File: src/rtl/avr_io_pkg.sv
// avr_io_pkg: shared addresses, clock-select codes, bit positions and divisor table for the AVR timer0 block.
package avr_io_pkg;
  localparam logic [5:0] DEF_ADDR_TCNT  = 6'h32;
  localparam logic [5:0] DEF_ADDR_TCCR  = 6'h33;
  localparam logic [5:0] DEF_ADDR_TIFR  = 6'h38;
  localparam logic [5:0] DEF_ADDR_TIMSK = 6'h39;
  localparam logic [5:0] DEF_ADDR_OCR   = 6'h3C;
  localparam logic [2:0] CS_STOP    = 3'd0;
  localparam logic [2:0] CS_DIV1    = 3'd1;
  localparam logic [2:0] CS_DIV8    = 3'd2;
  localparam logic [2:0] CS_DIV64   = 3'd3;
  localparam logic [2:0] CS_DIV256  = 3'd4;
  localparam logic [2:0] CS_DIV1024 = 3'd5;
  localparam int TOV_BIT = 0;
  localparam int OCF_BIT = 1;
  localparam int CTC_BIT = 3;
  // Divisor per clock-select code; 0 means the timer is stopped.
  function automatic logic [10:0] cs_divisor(input logic [2:0] cs);
    case (cs)
      CS_DIV1:    return 11'd1;
      CS_DIV8:    return 11'd8;
      CS_DIV64:   return 11'd64;
      CS_DIV256:  return 11'd256;
      CS_DIV1024: return 11'd1024;
      default:    return 11'd0;
    endcase
  endfunction
endpackage

File: src/rtl/avr_timer_prescaler.sv
// avr_timer_prescaler: 10-bit prescaler producing a one-cycle tick every cs-selected divisor cycles.
// Ports: clk, rst (async active-low), cs (clock select), clear (restart count), tick (one-cycle pulse).
module avr_timer_prescaler
  import avr_io_pkg::*;
(
  input  logic       clk,
  input  logic       rst,
  input  logic [2:0] cs,
  input  logic       clear,
  output logic       tick
);
  logic [9:0] cnt;
  logic [10:0] div;
  logic run;
  assign div  = cs_divisor(cs);
  assign run  = |div;
  assign tick = run && ({1'b0, cnt} == div - 11'd1);
  always_ff @(posedge clk or negedge rst) begin
    if (!rst) cnt <= '0;
    else cnt <= (clear || !run || tick) ? '0 : cnt + 10'd1;
  end
endmodule

File: src/rtl/avr_io_timer0.sv
// avr_io_timer0: AVR-style 8-bit timer/counter 0 with compare, CTC mode and overflow/compare interrupts on the CPU I/O bus.
// Ports: clk, rst (async active-low), io_addr/io_read/io_write/io_wdata (CPU I/O bus),
//        io_rdata/io_hit (combinational read return), irq (OR of enabled flags).
module avr_io_timer0
  import avr_io_pkg::*;
#(
  parameter logic [5:0] ADDR_TCNT  = DEF_ADDR_TCNT,
  parameter logic [5:0] ADDR_TCCR  = DEF_ADDR_TCCR,
  parameter logic [5:0] ADDR_TIFR  = DEF_ADDR_TIFR,
  parameter logic [5:0] ADDR_TIMSK = DEF_ADDR_TIMSK,
  parameter logic [5:0] ADDR_OCR   = DEF_ADDR_OCR
) (
  input  logic       clk,
  input  logic       rst,
  input  logic [5:0] io_addr,
  input  logic       io_read,
  input  logic       io_write,
  input  logic [7:0] io_wdata,
  output logic [7:0] io_rdata,
  output logic       io_hit,
  output logic       irq
);
  logic [7:0] tcnt, ocr;
  logic [3:0] tccr;
  logic [1:0] tifr, timsk, hw_set;
  logic wr_tcnt, wr_tccr, wr_tifr, wr_timsk, wr_ocr;
  logic tick, ctc, match, ovf, any_addr;
  assign wr_tcnt  = io_write && io_addr == ADDR_TCNT;
  assign wr_tccr  = io_write && io_addr == ADDR_TCCR;
  assign wr_tifr  = io_write && io_addr == ADDR_TIFR;
  assign wr_timsk = io_write && io_addr == ADDR_TIMSK;
  assign wr_ocr   = io_write && io_addr == ADDR_OCR;
  assign ctc = tccr[CTC_BIT];
  avr_timer_prescaler u_pre (
    .clk  (clk),
    .rst  (rst),
    .cs   (tccr[2:0]),
    .clear(wr_tccr),
    .tick (tick)
  );
  // A CPU write to TCNT overrides the tick, so neither event may fire that cycle.
  assign match = tick && !wr_tcnt && tcnt == ocr;
  assign ovf   = tick && !wr_tcnt && !ctc && tcnt == 8'hFF;
  always_comb begin
    hw_set = 2'b00;
    hw_set[TOV_BIT] = ovf;
    hw_set[OCF_BIT] = match;
  end
  always_ff @(posedge clk or negedge rst) begin
    if (!rst) begin
      tcnt  <= '0;
      tccr  <= '0;
      ocr   <= '0;
      tifr  <= '0;
      timsk <= '0;
    end else begin
      tcnt <= wr_tcnt ? io_wdata : !tick ? tcnt : (ctc && match) ? 8'h00 : tcnt + 8'd1;
      if (wr_tccr) tccr <= io_wdata[3:0];
      if (wr_ocr) ocr <= io_wdata;
      if (wr_timsk) timsk <= io_wdata[1:0];
      // Clear first, then OR in hardware sets so a same-cycle set wins.
      tifr <= (tifr & ~(wr_tifr ? io_wdata[1:0] : 2'b00)) | hw_set;
    end
  end
  assign any_addr = io_addr == ADDR_TCNT || io_addr == ADDR_TCCR || io_addr == ADDR_TIFR ||
                    io_addr == ADDR_TIMSK || io_addr == ADDR_OCR;
  assign io_hit = io_read && any_addr;
  assign io_rdata = !io_hit ? 8'h00 :
                    io_addr == ADDR_TCNT  ? tcnt :
                    io_addr == ADDR_TCCR  ? {4'h0, tccr} :
                    io_addr == ADDR_TIFR  ? {6'h00, tifr} :
                    io_addr == ADDR_TIMSK ? {6'h00, timsk} : ocr;
  assign irq = |(tifr & timsk);
endmodule

File: config.mk
export PLATFORM = sky130hd
export DESIGN_NAME = avr_io_timer0
export DESIGN_NICKNAME = d
export VERILOG_FILES = /design/src/rtl/avr_io_pkg.sv /design/src/rtl/avr_timer_prescaler.sv /design/src/rtl/avr_io_timer0.sv
export SDC_FILE = /design/constraint.sdc
export NUM_CORES = 1
export LEC_CHECK = 0
export CAP_MARGIN = 20
export CORE_MARGIN = 1
export CORE_UTILIZATION = 56
export DETAILED_ROUTE_END_ITERATION = 10
export HOLD_SLACK_MARGIN = 0.05
export PLACE_DENSITY = 0.8
export SLEW_MARGIN = 20
export SYNTH_ARGS = -nofsm -noshare
export SYNTH_HDL_FRONTEND = slang
export SYNTH_SLANG_ARGS = --single-unit
File: constraint.sdc
create_clock -name clk -period 3.2 [get_ports clk]
set_input_delay 0.64 -clock clk [delete_from_list [all_inputs] [get_ports clk]]
set_output_delay 0.64 -clock clk [all_outputs]
set_load 0.02 [all_outputs]
==> reports/qor_table.md <==
| Quantity | Value |
| --- | --- |
| Commonest cells after routing, fill and taps aside | sky130_fd_sc_hd__dfrtp_1 (34), sky130_fd_sc_hd__nand2_1 (30), sky130_fd_sc_hd__mux2_2 (20) |
| Number of antenna violations at the first check in global routing | 0 |
| Post-layout minimum cycle time | 2.99 ns |
| Max Cap Viol | 0 |
| Most used flip-flop cell after synthesis | sky130_fd_sc_hd__dfrtp_1 |
| Clock network latency to the later pin of the worst-skew pair | 0.29 ns |
| Chip Width | 67.8 um |
| Die Y-Extent | 67.8 um |
| IO buf count | 27 |
| Number of global-route vias before repair | 2024 |
| Remaining number of nets flagged by the antenna check after routing | 0 |
| Final WL | 5.58 mm |
| Kind of cell with the highest combined delay on the critical path | buffers and inverters |
| Routed length per placed instance | 16.5 um |
| Portion of the post-synthesis area used by sequential elements | 0.351 |
| Maximum level of the CTS H-tree | 2 |
| Unique cell type count in the Yosys netlist | 55 |
| Global-route wire length before repair | 9.29 mm |
| Total DRC errors in the routed layout | 0 |
| Fillcell total | 338 |
| Count of nets after finishing | 308 |
| Largest net degree at the start of global routing | 35 |
| Peak supply drop | 315 uV |
| Element type at the critical path end | output pin |
| Status | completed |
| Post-detailed-route via-to-cell ratio | 5.95 |
| Number of standard cells after synthesis | 248 |
| Pwr Density | 431 mW/mm2 |
| Post-Syn Nets | 269 |
| Cell area after synthesis | 0.00243 mm2 |
| Number of standard-cell rows in the floorplan | 23 |
| Buf+Inv Stages, Crit Path | 3 |
| Worst setup timing slack at the placement stage | -0.0586 ns |
| Number of CTS-inserted buffers | 5 |
| Number of endpoints with negative hold slack in the final report | 0 |
| Longest Clk Path Bufs | 2 |
| Area added between synthesis and finish | 19.4% |
| Most frequent standard cell in the layout excluding fill and tap cells | sky130_fd_sc_hd__dfrtp_1 |
| Finished Layout Cells | 338 |
| Number of placed instances, taps included | 330 |
| GRT Residual Overflow | 0 |
| Clock tree from TritonCTS | done |
| Area of the die | 0.00460 mm2 |
| Number of buffers inserted by hold repair at cts | 0 |
| Gpl congestion | 0.837 |
| Clk_skew | 0.00584 ns |
| Core footprint | 0.00409 mm2 |
| Post-synthesis register bit count | 34 |
| Post-CTS setup repair buffer count | 0 |
| Total number of vias | 2011 |
| Setup repair after global routing missed its margin | no |
| Critical-path maximum fanout | 4 |
| Arrival time of data at the critical path endpoint | 2.35 ns |
| Ordered cell list for the critical path | clkdlybuf4s50_1 -> buf_4 -> nand2b_1 -> a211oi_1 -> o22ai_1 -> mux2i_1 -> nor2_1 -> dlygate4sd2_1 |
| Post-route clock period utilization | 0.936 |
| Fraction of layout cells with a size suffix above 1 | 0.264 |
| Leakage power total | 1.29 nW |
| Detailed Routing Iterations Pass 1 | 5 |
| Average instance area after synthesis | 9.78 um2 |
| Synth warnings | 0 |
| Type of the most critical hold path | reg2reg |
| Starting density of the core | 0.594 |
| Max Transition Viols Final | 0 |
| Half-perimeter wire length after detailed placement | 4.26 mm |
| Number of setup violations in the final report | 0 |
| Diode insertion count for antenna repair | 0 |
| Master of the slowest instance on the critical path | sky130_fd_sc_hd__clkdlybuf4s50_1 |
| Startpoint type of the worst setup path | input pin |
| Total non-filler cell area in the finished layout | 0.00290 mm2 |
| Critical path data required time | 2.56 ns |
| Cell at the root of the clock tree | sky130_fd_sc_hd__clkbuf_8 |
| Actual slew at the worst max-slew pin | 0.656 ns |
| Clock net sink count | 34 |
| Crit path largest cell delay | 0.43 ns |
| Number of synthesized flops with an enable pin | 0 |
| Total Routing Usage GR | 0.274 |
| Clock-pin slew of the registers on the worst-case setup and hold paths | 0.06 ns |
| DRC marker count from the first detailed-route iteration | 111 |
| Final WS setup | 0.206 ns |
| Area of placed instances | 0.00281 mm2 |
| Boundary Pins | 28 |
| Rel. slew slack | 0.558 |
| Achievable clock frequency | 0.334 GHz |
| Async set-reset flop share out of synthesis | 1.00 |
| Critical setup path kind | in2out |
[power by group]
part	total, W	internal, W	switching [W]
Clock	0.000332	0.000174	0.000159
Combinational	0.000358	0.000181	0.000177
Sequential	0.000559	0.000482	0.0000778
[flip-flops by register name, summed over array words and instances, names as in the netlist]
register / count
ocr: 8
tccr: 4
tcnt: 8
tifr: 2
timsk: 2
u_pre.cnt: 10
[worst paths after layout]
| path | start | end | slack (ns) | cells after the start |
|---|---|---|---|---|
| max in group asynchronous | rst | u_pre.cnt[4] | 2.13 | 2 |
| max | io_addr[3] | io_rdata[3] | 0.21 | 8 |
| max reg2reg | tccr[0] | tcnt[7] | 0.31 | 8 |
| min | u_pre.cnt[0] | u_pre.cnt[0] | 0.49 | 1 |
| min in group asynchronous | rst | ocr[5] | 0.75 | 2 |
| min reg2reg | u_pre.cnt[0] | u_pre.cnt[0] | 0.49 | 1 |
[layer usage]
metal,global-route usage,part of all wire
met5,0,0
met4,0.0911,0.021
met2,0.474,0.50
met1,0.349,0.44
met3,0.0417,0.040
[cell usage after synthesis, drive strengths merged (2+ instances only)]
cell type,number,area (um2)
ha,3,37.5
a22oi,4,30.0
a211oi,6,45.0
nand2,30,113
nor2,25,119
a31oi,3,33.8
a21oi,2,13.8
mux2i,5,50.1
xnor2,6,52.6
nand3b,3,35.0
dfrtp,34,851
inv,7,26.3
o21ai,4,20.0
buf,8,62.6
nor4,3,33.8
o311ai,6,97.6
nand3,19,95.1
and3,4,25.0
nor2b,5,31.3
nand2b,3,26.3
nand4,3,18.8
mux2,20,225
xor2,13,114
clkbuf,5,18.8
o211ai,2,15.0
or2,3,18.8
o22ai,2,12.5
[cell families after synthesis]
group           Yosys count  share of synthesized area
buf+inv                  20                     0.0444
compound gates           40                      0.163
xor+xnor                 19                     0.0686
flops                    34                      0.351
fa+ha+maj                 3                     0.0155
simple gates            107                      0.244
mux                      25                      0.113
[metrics by stage]
stage	util	setup TNS [ns]	total power, W	hold WS, ns
4_1_cts	0.708	0	0.00125	0.495
3_3_place_gp	0.688	0	0.000908	0.481
5_1_grt	0.709	0	0.00132	0.510
6_report	0.709	0	0.00125	0.489
2_1_floorplan	-	0	0.000822	0.344
3_5_place_dp	0.688	-0.299	0.000924	0.484
[what timing repair did]
| item | in CTS | in global routing |
|---|---|---|
| endpoints found under the setup margin | 8 | 1 |
| pin swaps | 0 | 0 |
| gates resized for setup | 8 | 1 |
[layout make-up]
type | count | area, um2 | share of cell area
flip-flops and latches | 34 | 851 | 0.294
well taps | 50 | 62.6 | 0.0216
multi-input cells | 194 | 1470 | 0.507
clock inverters | 1 | 5.00 | 0.00173
clock buffers | 7 | 86.3 | 0.0298
inverters | 7 | 26.3 | 0.00907
repair buffers | 45 | 398 | 0.137
(Power assumes the default switching activity.)
